File: src/rtl/reg_bank_arbiter.sv
// rtl/reg_bank_arbiter.sv - round-robin write arbiter feeding a shared register bank
module reg_bank_arbiter #(
   parameter int DATA_WIDTH = 32,
   parameter int DEPTH      = 8,
   parameter int ADDR_WIDTH = 3
) (
   input  logic                  clk,
   input  logic                  clr,
   input  logic                  hold,
   input  logic                  req0_valid,
   input  logic [ADDR_WIDTH-1:0] req0_addr,
   input  logic [DATA_WIDTH-1:0] req0_data,
   output logic                  req0_ready,
   input  logic                  req1_valid,
   input  logic [ADDR_WIDTH-1:0] req1_addr,
   input  logic [DATA_WIDTH-1:0] req1_data,
   output logic                  req1_ready,
   output logic [DEPTH-1:0]      wr_en,
   output logic [DATA_WIDTH-1:0] wr_data,
   output logic                  wr_src,
   output logic                  err_addr
);

   // One extra bit so DEPTH itself is representable when 2**ADDR_WIDTH == DEPTH
   localparam logic [ADDR_WIDTH:0] DEPTH_EXT = (ADDR_WIDTH + 1)'(DEPTH);

   logic                  last_grant;
   logic                  grant0;
   logic                  grant1;
   logic                  xfer;
   logic                  sel_src;
   logic [ADDR_WIDTH-1:0] sel_addr;
   logic [DATA_WIDTH-1:0] sel_data;
   logic                  in_range;
   logic [DEPTH-1:0]      onehot;

   // Grant decision: frozen bank or reset blocks everything; contention favours the requester not served last
   always_comb begin
      grant0 = 1'b0;
      grant1 = 1'b0;
      if (clr && !hold) begin
         if (req0_valid && req1_valid) begin
            grant0 = last_grant;
            grant1 = !last_grant;
         end else begin
            grant0 = req0_valid;
            grant1 = req1_valid;
         end
      end
   end

   assign req0_ready = grant0;
   assign req1_ready = grant1;

   assign xfer     = grant0 | grant1;
   assign sel_src  = grant1;
   assign sel_addr = grant1 ? req1_addr : req0_addr;
   assign sel_data = grant1 ? req1_data : req0_data;
   assign in_range = {1'b0, sel_addr} < DEPTH_EXT;

   // Decode the granted address into a per-register enable; out-of-range decodes to all-zero
   always_comb begin
      onehot = '0;
      for (int i = 0; i < DEPTH; i++) begin
         onehot[i] = in_range && (sel_addr == ADDR_WIDTH'(i));
      end
   end

   // Remember who was served last so contention alternates
   always_ff @(posedge clk or negedge clr) begin
      if (!clr) begin
         last_grant <= 1'b1;
      end else if (xfer) begin
         last_grant <= sel_src;
      end
   end

   // Output stage: enable/error pulse for one cycle per transfer, data/source hold between transfers
   always_ff @(posedge clk or negedge clr) begin
      if (!clr) begin
         wr_en    <= '0;
         wr_data  <= '0;
         wr_src   <= 1'b0;
         err_addr <= 1'b0;
      end else begin
         wr_en    <= xfer ? onehot : '0;
         err_addr <= xfer && !in_range;
         if (xfer) begin
            wr_data <= sel_data;
            wr_src  <= sel_src;
         end
      end
   end

endmodule

File: config.mk
export PLATFORM = sky130hd
export DESIGN_NAME = reg_bank_arbiter
export DESIGN_NICKNAME = d
export VERILOG_FILES = /design/src/rtl/reg_bank_arbiter.sv
export SDC_FILE = /design/constraint.sdc
export NUM_CORES = 1
export LEC_CHECK = 0
export CAP_MARGIN = 20
export CORE_MARGIN = 3
export CORE_UTILIZATION = 35
export DETAILED_ROUTE_END_ITERATION = 10
export DONT_BUFFER_PORTS = 1
export GPL_TIMING_DRIVEN = 0
export PLACE_DENSITY = 0.59
export REMOVE_ABC_BUFFERS = 1
export SLEW_MARGIN = 20
export SYNTH_ARGS = -nofsm -noshare
export SYNTH_HDL_FRONTEND = slang
export SYNTH_SLANG_ARGS = --single-unit
File: constraint.sdc
create_clock -name clk -period 2.95 [get_ports clk]
set_clock_uncertainty 0.1 [all_clocks]
set_input_delay 0.1475 -clock clk [delete_from_list [all_inputs] [get_ports clk]]
set_output_delay 0.1475 -clock clk [all_outputs]
set_load 0.05 [all_outputs]
==> summary.md <==
| Metric | Value |
|---|---|
| Longest Clk Path Bufs | `2` |
| CTS tree | `yes` |
| Pwr Total | `1.73 mW` |
| Placed Cells | `298` |
| Cell area after layout | `0.00297 mm²` |
| Relative slew slack | `0.299` |
| Setup ws final | `0.158 ns` |
| Ports | `119` |
| Number of gates resized after cts | `0` |
| Post-place setup slack | `1.12 ns` |
| Hpwl dp | `4.38 mm` |
| LEAKAGE | `1.57 nW` |
| Clk root buf | `clkbuf_8` |
| Hold Path Class | `input port to flop` |
| DR vias | `2039` |
| RSZ-0062 raised after global routing | `false` |
| Status | `finished, violations left` |
| Total negative slack | `0 ns` |
| Crit-path cells | `a21boi_4 -> buf_16 -> nand4_1 -> dlygate4sd3_1 -> a21oi_1 -> dlygate4sd3_1` |
| Post-Synthesis Cell Area | `0.00227 mm²` |
| Critical path peak fanout | `26` |
| GRT Total Usage | `0.187` |
| Post-route insts no fill | `349` |
| #FFs+latches synth | `42` |
| Most frequent cells in the layout | `dlygate4sd3_1 (42), dfrtp_1 (41), inv_1 (36)` |
| Routed Antenna Nets | `0` |
| Antenna violations before repair | `0` |
| Cts bufs inserted | `5` |
| VDD IR max | `0.000332 V` |
| Netlist cell types | `29` |
| CP startpoint kind | `flop` |
| Slew @ Worst Pin | `1.05 ns` |
| Worst-Skew Late Latency | `0.30 ns` |
| Vias in the first global route | `2074` |
| Pin count of the biggest net entering global routing | `43` |
| Post-synthesis cell count | `242` |
| Crit path DAT | `2.92 ns` |
| PortBufs | `0` |
| EDFF count, synth | `0` |
| # DRC | `0` |
| Critical path's largest stage delay | `0.60 ns` |
| Initial core utilization | `0.372` |
| Register area share after synthesis | `0.464` |
| Final worst path period share | `0.947` |
| Diode count | `0` |
| Core area | `0.00610 mm²` |
| Total Wirelength | `6.99 mm` |
| Final setup violation count | `0` |
| First-pass GRT wire length | `10.8 mm` |
| CP most frequent cell | `dlygate4sd3_1` |
| Post-route minimum period | `2.79 ns` |
| Net count, final | `348` |
| Die width | `86.5 µm` |
| Max Clk Rate | `358 MHz` |
| Via density | `5.84` |
| Critical Path End Type | `flop` |
| Hold_ws | `-0.00422 ns` |
| Global route overflow | `0` |
| Async SR Flop Fraction | `1.00` |
| Syn_area_per_cell | `9.37 µm²` |
| Final Wtd Congestion | `0.754` |
| Die span in y | `86.5 µm` |
| Area delta synth->final | `30.8%` |
| Yosys warns | `0` |
| Clk slew on worst S/H paths | `0.08 ns` |
| Critical Path Slowest Stage Cell | `dlygate4sd3_1` |
| Multi-input gate area | `993 µm²` |
| Required time of the critical path | `3.08 ns` |
| Crit Path Category | `flop to flop` |
| Setup bufs post-CTS | `0` |
| CTS H-tree lvls | `2` |
| Die area | `0.00748 mm²` |
| Violated checks | `negative hold slack` |
| Final max-slew violation count | `0` |
| FF/Latch Area | `0.00105 mm²` |
| Number of DRC markers in iteration 0 | `150` |
| Final Hold Fails | `1` |
| Final core utilization | `0.487` |
| Filler cells | `569` |
| Max Cap Viol | `0` |
| Detailed Routing Iterations Pass 1 | `4` |
| Top FF cell, synth | `dfrtp_1` |
| Fraction of layout cells with a size suffix above 1 | `0.0803` |
| Most common cell after layout, fill and taps aside | `dlygate4sd3_1` |
| Routed len/inst | `20.0 µm` |
| Pwr dens | `584 mW/mm²` |
| Placed inst area | `0.00243 mm²` |
| Row cnt | `28` |
| Sink Count | `42` |
## cells by family after synthesis
kind of cell / after synthesis / share of synthesized area
other: 1 / 0.00165
AOI/OAI and AO/OA: 54 / 0.195
and+or+nand+nor: 84 / 0.227
DFF: 42 / 0.464
buffers and inverters: 61 / 0.113
## layer usage
metal	global-route usage	share of wire
met1	0.230	0.42
met2	0.322	0.50
met3	0.0504	0.070
met4	0.0496	0.010
met5	0	0
## worst max-delay path, delay by kind of cell, from the launching register on
family	cells	cell delay [ns]
flops	1	0.40
compound gates	2	0.68
buf+inv	3	1.41
simple gates	1	0.12
## Yosys cell counts, types with 2 or more instances
cell	count	area, µm²
a211o_1	32	280
a21o_1	2	15.0
a21oi_1	8	40.0
and3_1	33	206
buf_2	5	25.0
buf_6	2	22.5
clkbuf_1	16	60.1
dfrtp_1	41	1030
inv_1	36	135
nand2_1	3	11.3
nand4_1	3	18.8
nand4b_1	2	17.5
nor2_1	5	18.8
nor2b_1	2	12.5
nor4_1	32	200
o2111ai_1	6	52.6
o211ai_1	2	15.0
## sequential cells by signal, summed over array words and instances, names as in the netlist
name,cells
last_grant,1
wr_data,32
wr_en,8
wr_src,1
## worst paths after layout
path,start,end,slack (ns),depth (start not counted)
setup / recovery,last_grant,wr_en[1],0.16,6
hold / removal,req1_data[20],wr_data[20],-0.004,2
setup reg to reg,last_grant,wr_en[1],0.16,6
hold reg to reg,last_grant,last_grant,0.45,1
max in group asynchronous,clr,last_grant,2.23,2
min in group asynchronous,clr,wr_data[5],0.25,2
## where the power goes
group	internal, mW	total [mW]	switching, mW	leakage (nW)
registers	0.661	1.05	0.390	0.527
clock network	0.189	0.391	0.202	0.0482
logic	0.151	0.289	0.138	0.995
total	1.00	1.73	0.731	1.57
## final cells by class
type	instances	share of cell area
clock inverters	1	0.00169
inverters	36	0.0456
clock buffers	7	0.0291
repair buffers	49	0.202
well taps	75	0.0316
multi-input cells	139	0.335
flip-flops and latches	42	0.355
## what timing repair did
item / CTS / global route
hold buffers: 43 / 0
endpoints found under the hold margin: 78 / 0
setup endpoints to repair: 0 / 0
Note: power is estimated with default switching activity, not from simulation.
